===== src/rtl/gcd_client_if.sv =====
// gcd_client_if: upstream request/response and GCD-unit operand/result handshakes.
// master is the client side; slave is the upstream source plus the GCD unit.
interface gcd_client_if #(
  parameter int unsigned W = 16
);
  logic         req_val;
  logic         req_rdy;
  logic [W-1:0] req_a;
  logic [W-1:0] req_b;
  logic         gcd_opnd_val;
  logic         gcd_opnd_rdy;
  logic [W-1:0] gcd_opnd_a;
  logic [W-1:0] gcd_opnd_b;
  logic         gcd_res_val;
  logic         gcd_res_rdy;
  logic [W-1:0] gcd_res_data;
  logic         rsp_val;
  logic         rsp_rdy;
  logic [W-1:0] rsp_data;
  logic         rsp_err;

  modport master (
    input  req_val, req_a, req_b, gcd_opnd_rdy, gcd_res_val, gcd_res_data, rsp_rdy,
    output req_rdy, gcd_opnd_val, gcd_opnd_a, gcd_opnd_b, gcd_res_rdy, rsp_val, rsp_data,
           rsp_err
  );

  modport slave (
    output req_val, req_a, req_b, gcd_opnd_rdy, gcd_res_val, gcd_res_data, rsp_rdy,
    input  req_rdy, gcd_opnd_val, gcd_opnd_a, gcd_opnd_b, gcd_res_rdy, rsp_val, rsp_data,
           rsp_err
  );
endinterface


===== src/rtl/gcd_client.sv =====
// gcd_client: queues operand pairs, issues them one at a time to a GCD unit and returns
// results upstream in order. Define GCD_CLIENT_TIMEOUT_EN to abort stalled WAIT states.
module gcd_client #(
  parameter int unsigned W           = 16,
  parameter int unsigned DEPTH       = 4,
  parameter int unsigned TIMEOUT_CYC = 1024
) (
  input  logic         clk,
  input  logic         reset,
  gcd_client_if.master bus,
  output logic         busy,
  output logic [15:0]  txn_count
);
  localparam int unsigned AddrW = $clog2(DEPTH);

  if (DEPTH < 2 || (DEPTH & (DEPTH - 1)) != 0 || TIMEOUT_CYC == 0) begin : g_param_check
    $error("gcd_client: DEPTH must be a power of two >= 2 and TIMEOUT_CYC nonzero");
  end

  typedef enum logic [1:0] {StIdle, StIssue, StWait, StResp} state_e;
  state_e state_q, state_d;

  logic [2*W-1:0] mem_q [DEPTH];
  logic [AddrW:0] wr_ptr_q, rd_ptr_q;
  logic           empty, full, push, pop;
  logic [W-1:0]   opnd_a_q, opnd_b_q, rsp_data_q;
  logic [15:0]    txn_count_q;
  logic           load_opnd, capture_res, abort, accept_rsp, expired;

  // Extra pointer bit separates full from empty when the low bits match.
  assign empty = (wr_ptr_q == rd_ptr_q);
  assign full  = (wr_ptr_q[AddrW] != rd_ptr_q[AddrW]) &&
                 (wr_ptr_q[AddrW-1:0] == rd_ptr_q[AddrW-1:0]);
  assign push  = bus.req_val && !full;

`ifdef GCD_CLIENT_TIMEOUT_EN
  localparam int unsigned CntW = $clog2(TIMEOUT_CYC) + 1;
  logic [CntW-1:0] wait_cnt_q;
  logic            rsp_err_q;

  // Counter reads 0 on the first WAIT cycle, so expiry lands on WAIT cycle TIMEOUT_CYC.
  assign expired = (wait_cnt_q == CntW'(TIMEOUT_CYC - 1));

  always_ff @(posedge clk) begin
    if (reset) begin
      wait_cnt_q <= '0;
      rsp_err_q  <= 1'b0;
    end else begin
      if (state_q != StWait) wait_cnt_q <= '0;
      else                   wait_cnt_q <= wait_cnt_q + 1'b1;
      if (capture_res)       rsp_err_q  <= 1'b0;
      else if (abort)        rsp_err_q  <= 1'b1;
    end
  end

  assign bus.rsp_err = rsp_err_q;
`else
  assign expired     = 1'b0;
  assign bus.rsp_err = 1'b0;
`endif

  always_comb begin
    state_d          = state_q;
    load_opnd        = 1'b0;
    pop              = 1'b0;
    capture_res      = 1'b0;
    abort            = 1'b0;
    accept_rsp       = 1'b0;
    bus.gcd_opnd_val = 1'b0;
    bus.gcd_res_rdy  = 1'b0;
    bus.rsp_val      = 1'b0;
    unique case (state_q)
      StIdle: begin
        if (!empty) begin
          load_opnd = 1'b1;
          state_d   = StIssue;
        end
      end
      StIssue: begin
        bus.gcd_opnd_val = 1'b1;
        if (bus.gcd_opnd_rdy) begin
          pop     = 1'b1;
          state_d = StWait;
        end
      end
      StWait: begin
        bus.gcd_res_rdy = 1'b1;
        // A result arriving on the expiry cycle takes priority over the abort.
        if (bus.gcd_res_val) begin
          capture_res = 1'b1;
          state_d     = StResp;
        end else if (expired) begin
          abort   = 1'b1;
          state_d = StResp;
        end
      end
      StResp: begin
        bus.rsp_val = 1'b1;
        if (bus.rsp_rdy) begin
          accept_rsp = 1'b1;
          state_d    = StIdle;
        end
      end
      default: state_d = StIdle;
    endcase
  end

  always_ff @(posedge clk) begin
    if (reset) begin
      state_q     <= StIdle;
      wr_ptr_q    <= '0;
      rd_ptr_q    <= '0;
      opnd_a_q    <= '0;
      opnd_b_q    <= '0;
      rsp_data_q  <= '0;
      txn_count_q <= '0;
    end else begin
      state_q <= state_d;
      if (push) wr_ptr_q <= wr_ptr_q + 1'b1;
      if (pop)  rd_ptr_q <= rd_ptr_q + 1'b1;
      if (load_opnd) {opnd_a_q, opnd_b_q} <= mem_q[rd_ptr_q[AddrW-1:0]];
      if (capture_res)  rsp_data_q <= bus.gcd_res_data;
      else if (abort)   rsp_data_q <= '0;
      if (accept_rsp)   txn_count_q <= txn_count_q + 16'd1;
    end
  end

  always_ff @(posedge clk) begin
    if (push) mem_q[wr_ptr_q[AddrW-1:0]] <= {bus.req_a, bus.req_b};
  end

  assign bus.req_rdy    = !full;
  assign bus.gcd_opnd_a = opnd_a_q;
  assign bus.gcd_opnd_b = opnd_b_q;
  assign bus.rsp_data   = rsp_data_q;
  assign busy           = (state_q != StIdle) || !empty;
  assign txn_count      = txn_count_q;
endmodule


===== src/flat_wrapper.sv =====
// flat-port wrapper written by rule: the top's interface ports become plain ports
module gcd_client_flat 
#(
  parameter int unsigned W           = 16,
  parameter int unsigned DEPTH       = 4,
  parameter int unsigned TIMEOUT_CYC = 1024
)
  (clk, reset, busy, txn_count, bus_req_val, bus_req_a, bus_req_b, bus_gcd_opnd_rdy, bus_gcd_res_val, bus_gcd_res_data, bus_rsp_rdy, bus_req_rdy, bus_gcd_opnd_val, bus_gcd_opnd_a, bus_gcd_opnd_b, bus_gcd_res_rdy, bus_rsp_val, bus_rsp_data, bus_rsp_err);
  gcd_client_if #(.W(W)) bus_i ();
  input  logic clk;
  input  logic reset;
  output logic busy;
  output logic [15:0] txn_count;
  input wire logic [$bits(bus_i.req_val)-1:0] bus_req_val;
  input wire logic [$bits(bus_i.req_a)-1:0] bus_req_a;
  input wire logic [$bits(bus_i.req_b)-1:0] bus_req_b;
  input wire logic [$bits(bus_i.gcd_opnd_rdy)-1:0] bus_gcd_opnd_rdy;
  input wire logic [$bits(bus_i.gcd_res_val)-1:0] bus_gcd_res_val;
  input wire logic [$bits(bus_i.gcd_res_data)-1:0] bus_gcd_res_data;
  input wire logic [$bits(bus_i.rsp_rdy)-1:0] bus_rsp_rdy;
  output wire logic [$bits(bus_i.req_rdy)-1:0] bus_req_rdy;
  output wire logic [$bits(bus_i.gcd_opnd_val)-1:0] bus_gcd_opnd_val;
  output wire logic [$bits(bus_i.gcd_opnd_a)-1:0] bus_gcd_opnd_a;
  output wire logic [$bits(bus_i.gcd_opnd_b)-1:0] bus_gcd_opnd_b;
  output wire logic [$bits(bus_i.gcd_res_rdy)-1:0] bus_gcd_res_rdy;
  output wire logic [$bits(bus_i.rsp_val)-1:0] bus_rsp_val;
  output wire logic [$bits(bus_i.rsp_data)-1:0] bus_rsp_data;
  output wire logic [$bits(bus_i.rsp_err)-1:0] bus_rsp_err;
  assign bus_i.req_val = bus_req_val;
  assign bus_i.req_a = bus_req_a;
  assign bus_i.req_b = bus_req_b;
  assign bus_i.gcd_opnd_rdy = bus_gcd_opnd_rdy;
  assign bus_i.gcd_res_val = bus_gcd_res_val;
  assign bus_i.gcd_res_data = bus_gcd_res_data;
  assign bus_i.rsp_rdy = bus_rsp_rdy;
  assign bus_req_rdy = bus_i.req_rdy;
  assign bus_gcd_opnd_val = bus_i.gcd_opnd_val;
  assign bus_gcd_opnd_a = bus_i.gcd_opnd_a;
  assign bus_gcd_opnd_b = bus_i.gcd_opnd_b;
  assign bus_gcd_res_rdy = bus_i.gcd_res_rdy;
  assign bus_rsp_val = bus_i.rsp_val;
  assign bus_rsp_data = bus_i.rsp_data;
  assign bus_rsp_err = bus_i.rsp_err;
  gcd_client #(.W(W), .DEPTH(DEPTH), .TIMEOUT_CYC(TIMEOUT_CYC)) u_core (.clk(clk), .reset(reset), .bus(bus_i), .busy(busy), .txn_count(txn_count));
endmodule

===== config.mk =====
export PLATFORM = sky130hd
export DESIGN_NAME = gcd_client_flat
export DESIGN_NICKNAME = d
export VERILOG_FILES = /design/src/rtl/gcd_client_if.sv /design/src/rtl/gcd_client.sv /design/src/flat_wrapper.sv
export SDC_FILE = /design/constraint.sdc
export NUM_CORES = 1
export LEC_CHECK = 0
export ABC_AREA = 1
export CAP_MARGIN = 0
export CORE_MARGIN = 5
export CORE_UTILIZATION = 53
export CTS_CLUSTER_SIZE = 16
export DETAILED_ROUTE_END_ITERATION = 8
export HOLD_SLACK_MARGIN = 0.02
export PLACE_DENSITY_LB_ADDON = 0.3
export SLEW_MARGIN = 0
export SYNTH_ARGS = -nofsm -noshare
export SYNTH_HDL_FRONTEND = slang
export SYNTH_SLANG_ARGS = --single-unit

===== constraint.sdc =====
create_clock -name clk -period 3.65 [get_ports clk]
set_input_delay 1.095 -clock clk [delete_from_list [all_inputs] [get_ports clk]]
set_output_delay 1.095 -clock clk [all_outputs]
set_load 0.05 [all_outputs]

==> flow_metrics.py <==
metrics = {
    "run_status": {
        "status": "finished, final reports clean",
    },
    "global_route": {
        "antenna_found_initial": 0,
        "track_usage": 0.200,
        "overflow": 0,
        "grt_pass1_wl_um": 28200,
        "grt_max_degree": 67,
        "grt_pass1_vias": 5671,
    },
    "cells_and_area": {
        "layout_common_cells": "nor2_1, edfxtp_1, clkdlybuf4s50_1, o21ai_0, dfxtp_1",
        "diodes": 0,
        "fin_nets": 934,
        "final_area_um2": 9800,
        "final_util": 0.672,
        "final_layout_size_suffix_gt1_frac": 0.0623,
        "final_common_cell": "nor2_1",
        "syn2layout_area_growth_pct": 24.1,
    },
    "setup_path": {
        "worstSetupEndpointType": "output port",
        "startpoint_type": "flop",
        "crit_arrival_ns": 1.96,
        "crit_required_ns": 2.55,
        "crit_type": "reg2out",
        "cp_max_fo": 6,
    },
    "sta": {
        "worstMarginPinSlew_ns": 0.793,
        "rsz0062_at_grt": "false",
        "tns_ns": 0,
        "period_share": 0.838,
        "setup_viol": 0,
        "fin_crit_ns": 3.06,
        "finalHoldViolCount": 0,
        "maxSlewHeadroom": 0.471,
        "finClkSkew_ns": 0.0115,
        "timing.fmax_ghz": 0.327,
        "final-max-slew-violation-count": 0,
    },
    "cts": {
        "cts_resized": 0,
        "cts-root-buf": "clkbuf_16",
        "clockBufferDepth": 2,
        "cts_num_sinks": 200,
        "htreeDepth": 4,
        "cts_tree": "built",
        "ctsHoldBuffers": 0,
        "clkLatencyLatePin_ns": 0.43,
        "postCtsSetupBuffers": 0,
        "path_clk_slew_ns": 0.07,
        "numCtsBuffers": 17,
    },
    "synthesis": {
        "ys_seq_elements": 200,
        "yosysUniqueCellTypes": 29,
        "synth_fp_nets": 825,
        "ys_seq_area_frac": 0.670,
        "synthCells": 761,
        "synth_top_cell_by_area": "edfxtp_1",
        "synthArstFlopShare": 0,
        "synth_top_area_frac": 0.487,
        "synth_edf_count": 128,
        "ys.warnings.count": 0,
        "ys.flop_type": "edfxtp_1",
        "netlist_area_um2": 7890,
        "syn_avg_cell_area_um2": 10.4,
        "yosys-top-cells-area": "edfxtp_1, dfxtp_1, nor2_1, o21ai_0, o21ai_1",
    },
    "placed_design": {
        "place_congestion": 0.820,
        "dp_hpwl_um": 10800,
        "place_area_um2": 9210,
        "port_buffers": 122,
    },
    "detailed_routing": {
        "drtAntennaViolNets": 0,
        "dr.pass1.iters": 5,
        "drtIter0Drc": 399,
        "wl_met2_um": 8710,
        "top_layer": "met4",
        "wl_met3_um": 1230,
        "met1_length_um": 7270,
        "drc": 0,
        "detail_route.wl_per_cell_um": 16.4,
        "dr_total_vias": 5722,
        "vias_per_cell": 5.36,
        "wl_um": 17500,
    },
    "floorplan": {
        "core.rowCount": 44,
        "io_pins": 124,
        "die-area_um2": 17400,
        "coreArea_um2": 14600,
        "start_util": 0.541,
        "die_y_um": 132,
        "die_w_um": 132,
    },
    "pwr": {
        "power_density_nw_per_um2": 703,
        "power.total_uw": 6890,
        "ir_worst_vdd_mv": 0.561,
        "leakagePower_uw": 0.00353,
    },
    "flow_run": {
        "max_cap_violations": 0,
    },
    "worst_hold_path": {
        "holdCritPathClass": "reg2reg",
    },
}
kinds of logic after synthesis:
logic type / share of synthesized area
compound gates: 0.126
flops: 0.670
xor+xnor: 0.00428
fa+ha+maj: 0.0159
buf+inv: 0.0488
simple gates: 0.134
other cells: 0.000475
layer usage:
layer,vias to the layer above,GRT usage
met2,195,0.336
met4,0,0.0709
met5,-,0
li1,2801,-
met3,20,0.0489
met1,2706,0.252
area by class of cell:
class	count	area (µm²)
inverter	43	161
tap	184	230
timing repair buffer	131	1280
clock inverter	11	123
sequential	200	5290
multi-input combinational	477	2250
clock buffer	21	460
fill	1070	4790
critical path, stage by stage (launching register included):
cell             delay (ns)
dfxtp_1                0.39
ha_1                   0.31
clkdlybuf4s50_1        0.85
Yosys cell counts (all sizes together) (2+ instances only):
| cell | number |
|---|---|
| a21oi | 43 |
| buf | 28 |
| clkbuf | 13 |
| dfxtp | 72 |
| edfxtp | 128 |
| ha | 10 |
| inv | 43 |
| nand2 | 43 |
| nand3 | 10 |
| nand4 | 6 |
| nor2 | 200 |
| nor3b | 2 |
| o21ai | 155 |
| xor2 | 2 |
sequential cells by signal (all words and copies together), names as in the netlist:
| register | flops |
|---|---|
| u_core.mem_q | 128 |
| u_core.bus.gcd_opnd_a | 16 |
| u_core.bus.gcd_opnd_b | 16 |
| u_core.bus.rsp_data | 16 |
| u_core.txn_count | 16 |
| u_core.rd_ptr_q | 3 |
| u_core.wr_ptr_q | 3 |
| u_core.state_q | 2 |
per-stage QoR:
stage | setup slack [ns] | std cells | hold slack [ns]
after floorplan | 0.596 | 761 | 0.454
after global placement | 0.881 | 1035 | 0.465
after detailed placement | 0.749 | 1035 | 0.475
after CTS | 0.581 | 1067 | 0.492
after global routing | 0.525 | 1067 | 0.508
final | 0.591 | 1067 | 0.484
path summary, 6_finish.rpt:
check / startpoint / endpoint / slack, ns / cells after the start
hold reg to reg: u_core.bus.gcd_opnd_a[5] / u_core.bus.gcd_opnd_a[5] / 0.48 / 2
setup / recovery: u_core.state_q[1] / bus_rsp_val / 0.59 / 2
setup reg to reg: u_core.rd_ptr_q[0] / u_core.mem_q[1][17] / 1.45 / 7
hold / removal: u_core.bus.gcd_opnd_a[5] / u_core.bus.gcd_opnd_a[5] / 0.48 / 2
where the power goes:
group | total (µW) | switching [µW] | internal [µW]
clock | 1840 | 793 | 1050
combinational | 2220 | 1530 | 693
sequential | 2830 | 149 | 2680
total | 6890 | 2470 | 4420
Power figures use the tool's default switching activity.
